## src/rtl/memwb_pipe.sv

```systemverilog
// MEM/WB pipeline register: STAGES slices carrying write-back control/data,
// with stall/flush, write-back mux, gated register write, occupancy and retire count.
module memwb_pipe #(
    parameter int XLEN    = 32,
    parameter int RADDR_W = 5,
    parameter int STAGES  = 1,
    parameter int OCC_W   = 3
) (
    input  logic                      clk_i,
    input  logic                      rst_i,
    input  logic                      stall_i,
    input  logic                      flush_i,
    input  logic                      valid_i,
    input  logic                      RegWrite_i,
    input  logic                      MemtoReg_i,
    input  logic signed [XLEN-1:0]    ALUResult_i,
    input  logic signed [XLEN-1:0]    ReadData_i,
    input  logic [RADDR_W-1:0]        RDaddr_i,
    output logic                      valid_o,
    output logic                      RegWrite_o,
    output logic                      MemtoReg_o,
    output logic signed [XLEN-1:0]    ALUResult_o,
    output logic signed [XLEN-1:0]    ReadData_o,
    output logic [RADDR_W-1:0]        RDaddr_o,
    output logic signed [XLEN-1:0]    WBData_o,
    output logic                      WBwrite_o,
    output logic [OCC_W-1:0]          occ_o,
    output logic [31:0]               retired_o
);

    localparam int LAST = STAGES - 1;

    if (STAGES < 1 || STAGES > 4) begin : g_bad_stages
        $error("memwb_pipe: STAGES must be in 1..4");
    end
    if ((1 << OCC_W) <= STAGES) begin : g_bad_occ_w
        $error("memwb_pipe: OCC_W too narrow to hold STAGES");
    end

    logic [STAGES-1:0]  valid_q, valid_d;
    logic [STAGES-1:0]  rw_q, rw_d;
    logic [STAGES-1:0]  mtr_q, mtr_d;
    logic [XLEN-1:0]    alu_q [STAGES];
    logic [XLEN-1:0]    alu_d [STAGES];
    logic [XLEN-1:0]    rdat_q [STAGES];
    logic [XLEN-1:0]    rdat_d [STAGES];
    logic [RADDR_W-1:0] rd_q [STAGES];
    logic [RADDR_W-1:0] rd_d [STAGES];
    logic [OCC_W-1:0]   occ_q, occ_d;
    logic [31:0]        retired_q, retired_d;

    always_comb begin
        valid_d   = valid_q;
        rw_d      = rw_q;
        mtr_d     = mtr_q;
        alu_d     = alu_q;
        rdat_d    = rdat_q;
        rd_d      = rd_q;
        retired_d = retired_q;
        occ_d     = '0;

        if (flush_i) begin
            // Kill only the bits that make an entry act; data is left in place.
            valid_d = '0;
            rw_d    = '0;
        end else if (!stall_i) begin
            valid_d[0] = valid_i;
            rw_d[0]    = RegWrite_i & valid_i;
            mtr_d[0]   = MemtoReg_i & valid_i;
            alu_d[0]   = ALUResult_i;
            rdat_d[0]  = ReadData_i;
            rd_d[0]    = RDaddr_i;
            for (int k = 1; k < STAGES; k++) begin
                valid_d[k] = valid_q[k-1];
                rw_d[k]    = rw_q[k-1];
                mtr_d[k]   = mtr_q[k-1];
                alu_d[k]   = alu_q[k-1];
                rdat_d[k]  = rdat_q[k-1];
                rd_d[k]    = rd_q[k-1];
            end
        end

        for (int k = 0; k < STAGES; k++) begin
            occ_d = occ_d + OCC_W'(valid_d[k]);
        end

        // The output entry commits whenever it leaves the last slice, flushed or not.
        if (valid_q[LAST] && (!stall_i || flush_i)) begin
            retired_d = retired_q + 32'd1;
        end
    end

    always_ff @(posedge clk_i or negedge rst_i) begin
        if (!rst_i) begin
            valid_q   <= '0;
            rw_q      <= '0;
            mtr_q     <= '0;
            occ_q     <= '0;
            retired_q <= '0;
            for (int k = 0; k < STAGES; k++) begin
                alu_q[k]  <= '0;
                rdat_q[k] <= '0;
                rd_q[k]   <= '0;
            end
        end else begin
            valid_q   <= valid_d;
            rw_q      <= rw_d;
            mtr_q     <= mtr_d;
            occ_q     <= occ_d;
            retired_q <= retired_d;
            for (int k = 0; k < STAGES; k++) begin
                alu_q[k]  <= alu_d[k];
                rdat_q[k] <= rdat_d[k];
                rd_q[k]   <= rd_d[k];
            end
        end
    end

    assign valid_o     = valid_q[LAST];
    assign RegWrite_o  = rw_q[LAST];
    assign MemtoReg_o  = mtr_q[LAST];
    assign ALUResult_o = alu_q[LAST];
    assign ReadData_o  = rdat_q[LAST];
    assign RDaddr_o    = rd_q[LAST];
    assign WBData_o    = MemtoReg_o ? ReadData_o : ALUResult_o;
    // x0 is hard-wired zero, so a write to it is never issued.
    assign WBwrite_o   = valid_o & RegWrite_o & (RDaddr_o != '0);
    assign occ_o       = occ_q;
    assign retired_o   = retired_q;

endmodule

```

## config.mk

```make
export PLATFORM = sky130hd
export DESIGN_NAME = memwb_pipe
export DESIGN_NICKNAME = d
export VERILOG_FILES = /design/src/rtl/memwb_pipe.sv
export SDC_FILE = /design/constraint.sdc
export NUM_CORES = 1
export LEC_CHECK = 0
export BUFFER_PORTS_ARGS = -buffer_cell sky130_fd_sc_hd__buf_2
export CORE_AREA = 5 5 113 115
export CTS_CLUSTER_DIAMETER = 40
export DETAILED_ROUTE_END_ITERATION = 7
export DIE_AREA = 0 0 118 120
export PLACE_DENSITY = 0.81
export RECOVER_POWER = 25
export SETUP_SLACK_MARGIN = 0.1
export SYNTH_ARGS = -nofsm -noshare
export SYNTH_HDL_FRONTEND = slang
export SYNTH_SLANG_ARGS = --single-unit
```

## constraint.sdc

```tcl
create_clock -name clk_i -period 3.7 [get_ports clk_i]
set_clock_uncertainty 0.2 [all_clocks]
set_input_delay 0.74 -clock clk_i [delete_from_list [all_inputs] [get_ports clk_i]]
set_output_delay 0.74 -clock clk_i [all_outputs]
set_load 0.005 [all_outputs]
```

* Word level (Yosys, flattened, before mapping)
Cells that the tools add are included.
** Word-level totals
- Input bits :: 76
- Output and inout bits :: 140
- Word-level logic and storage cells :: 25
- Bits in registers :: 104
** Cells by class
- Add/sub/neg operators :: 1
- Reduce and logical (&&, ||, !) cells :: 5
- Mux-type cells :: 5
- Eq/ne operators :: 1
- Bitwise logic cells :: 6
** Operator list (count)
- adder 32 x 1 -> 32 bit (second input constant) :: 1
- two-way mux 32 bit :: 1
- nonzero test 5 bit :: 1
- AND 1 bit :: 4
- two-way mux 1 bit :: 4
- != test 2 x 1 -> 1 bit (second input constant) :: 1
- NOT 1 bit :: 2
- AND reduction 2 bit :: 1
- logical AND 1 bit :: 1
- logical NOT 1 bit :: 1
- logical OR 1 bit :: 1

* Logic depth before layout (Yosys ltp)
- Depth in word-level cells :: 3
- Gate-level depth with buffers :: 6
- Mapped depth without buffers :: 5

* Worst setup path after synthesis
No wires, ideal clock.
- Kind :: reg-to-output
- Start point :: reg mtr_q (netlist: MemtoReg_o)
- End point :: out WBData_o[10]
- Slack :: 1.481 ns
- Buffers on the path :: 2
- Arrival :: 1.279 ns
- Cell stages (with the launch flop) :: 4
- Required time :: 2.760 ns
- Path through :: dfrtp_1 > clkbuf_1 > clkbuf_1 > mux2_2
** On the way
- Word-level cells in the longest chain between the ends :: 1
** RTL lines
- start: declaration :: line 42 : logic [STAGES-1:0] mtr_q, mtr_d;
- start signal: assignment :: line 108 : mtr_q <= mtr_d;
- two-way mux 32 bit :: line 125 : assign WBData_o = MemtoReg_o ? ReadData_o : ALUResult_o;
- end: declaration :: line 25 : output logic signed [XLEN-1:0] WBData_o,
Every way passes these cells.

* Worst setup path in the final report
- Start point :: reg mtr_q (netlist: MemtoReg_o)
- End point :: out WBData_o[15]
Same word-level chain as after synthesis.

==> results.toml <==
[global_routing]
grt_pass1_vias = 3532
grt_pass1_wl_um = 18500
grt_max_degree = 71
grt_usage_pct = 16.1
antenna_found_initial = 0
globalRouteOverflowTotal = 0

[detailed_routing]
wl_met1_um = 4490
top_layer = "met4"
vias = 3443
dr.pass1.iters = 4
wl_per_cell_um = 16.5
routed_wl_um = 11400
postRouteAntennaNets = 0
drt_iter0_drc = 189
vias_per_cell = 4.96
met2_length_um = 5980
wl_met3_um = 787
route.detailed.drc = 0

[yosys]
syn_area_um2 = 4580
synthArstFlopShare_pct = 100
yosysSeqAreaShare_pct = 56.9
synthFlopType = "dfrtp_1"
synth_edf_count = 0
yosysUniqueCellTypes = 31
synthDominantCellAreaShare_pct = 56.9
syn_inst = 330
yosysWarningCount = 0
synth_top_cell_by_area = "dfrtp_1"
ys_ff_latch = 104
synth_area_leaders = "dfrtp_1, mux2_2, xnor2_1"
synth.avg_cell_area_um2 = 13.9

[placement]
dp_hpwl_um = 8620
numPortBuffers = 213
place_congestion = 0.799

[floorplan]
rows = 40
die_w_um = 118
initial_core_util_pct = 39.1
core_um2 = 11700
die_h_um = 120
num_io_pins = 216
die_area_um2 = 14200

[setup_path]
startpoint_type = "flip-flop"
reg2reg_slack_ns = 1.45
cp-end-kind = "primary output"
critPathRequiredTime_ns = 2.76
worstPathMaxFanout = 18
arrival_ns = 1.91
path_class = "flip-flop to primary output"

[layout]
finalNetCount = 620
final_cell_mix = "buf_2, dfrtp_1, mux2_2"
layout_commonest_cell = "buf_2"
antenna-diode-count = 0
final_util_pct = 52.0
drive_gt1_share_pct = 61.8
area_delta_synth_final_pct = 33.1

[flow_run]
max_cap_viol_count = 0

[timing]
slew_headroom_pct = 13.9
setup_viol = 0
fmax_mhz = 351
worstMarginPinSlew_ns = 1.29
post-route-period-util_pct = 77.1
fin_tns_setup_ns = 0
rsz0062_at_grt = "false"
hold_viol = 0
slew_viol_final = 0
finalCriticalPeriod_ns = 2.85

[run_status]
status = "completed"

[clock_tree]
cts_sinks = 104
cts_made_buffers = 9
cts_resized = 0
cts_tree = "built"
worst_setup_hold_path_clk_slew_ns = 0.07
cts_setup_buffers = 0
cts-root-buf = "clkbuf_16"
ctsHoldBuffers = 0
h-tree-depth = 3
clock_latency_ns = 0.34
cts_buffer_depth = 2

[pwr]
p_int_mw = 2.15
irDropWorstVdd_mv = 0.302
p_sw_share_pct = 25.9
seqPwrFrac_pct = 48.7
p_comb_share_pct = 20.1
p_clk_share_pct = 31.3
power_density_nw_per_um2 = 477
switchingPower_mw = 0.752
p_total_mw = 2.90
p_leak_nw = 2.99

[worst_hold_path]
hold_path_class = "flip-flop to flip-flop"
## critical path, stage by stage, from the launching register on
cell and delay, ns:
dfrtp_1 0.84, buf_12 0.25, mux2_2 0.35, buf_2 0.13
## state kept, by name, summed over array words and instances, names as in the netlist
register     cells
ALUResult_o     32
MemtoReg_o       1
RDaddr_o         5
ReadData_o      32
RegWrite_o       1
occ_o            1
retired_o       32
## power by group through the flow
stage          Clock, mW  Sequential [mW]  Combinational [mW]
4_1_cts            0.949             1.41               0.598
6_report           0.908             1.41               0.583
2_1_floorplan          0             1.42               0.265
5_1_grt            0.992             1.44               0.642
3_5_place_dp           0             1.43               0.597
3_3_place_gp           0             1.42               0.580
## worst paths after layout
check | from | endpoint | cells after the start
setup reg to reg | retired_o[0] | retired_o[22] | 5
hold / removal | retired_o[31] | retired_o[31] | 1
min in group asynchronous | rst_i | retired_o[27] | 1
max in group asynchronous | rst_i | RDaddr_o[3] | 2
hold reg to reg | retired_o[31] | retired_o[31] | 1
setup / recovery | MemtoReg_o | WBData_o[15] | 3
## cells in the mapped netlist (2+ instances only)
library cell / instances
nor4_2: 2
mux2_2: 102
or3_1: 3
nand2_1: 12
nor2_1: 7
xor2_1: 14
dfrtp_1: 104
nand3_1: 7
nor2b_1: 2
buf_4: 3
nand4_1: 11
nand4_2: 2
nor3_1: 9
xnor2_1: 17
and3_1: 4
clkbuf_1: 11
nor4_1: 3
inv_1: 4
## through the flow
step / instances / hold slack [ns] / area [µm²] / worst slack [ns]
after global placement: 679 / 0.256 / 5810 / 1.19
after global routing: 694 / 0.325 / 6090 / 0.741
after detailed placement: 679 / 0.292 / 5810 / 1.16
final: 694 / 0.289 / 6090 / 0.847
after floorplan: 331 / 0.244 / 4580 / 1.48
after CTS: 694 / 0.239 / 6090 / 0.787
## layer usage
| layer | vias to the layer above | track usage, % |
|---|---|---|
| li1 | 1601 | - |
| met1 | 1701 | 19.3 |
| met2 | 125 | 27.3 |
| met3 | 16 | 4.57 |
| met4 | 0 | 6.38 |
| met5 | - | 0 |
## kinds of logic (layout without fill, tap and decap cells)
family | after synthesis | in the layout | synth area share [%]
adders and majority gates | 1 | 1 | 0.273
buffers and inverters | 19 | 235 | 1.97
AOI/OAI and AO/OA | 4 | 4 | 0.601
other | 1 | 2 | 0.0820
muxes | 102 | 102 | 25.1
and+or+nand+nor | 68 | 68 | 9.16
xor gates and xnor gates | 31 | 31 | 5.93
DFF | 104 | 104 | 56.9
## layout make-up
type	instances	area (µm²)
repair buffers	216	1110
well taps	147	184
clock buffers	12	236
fillers	1022	5620
clock inverters	3	43.8
inverters	4	15.0
multi-input cells	208	1890
flip-flops and latches	104	2600
Power figures use the tool's default switching activity.
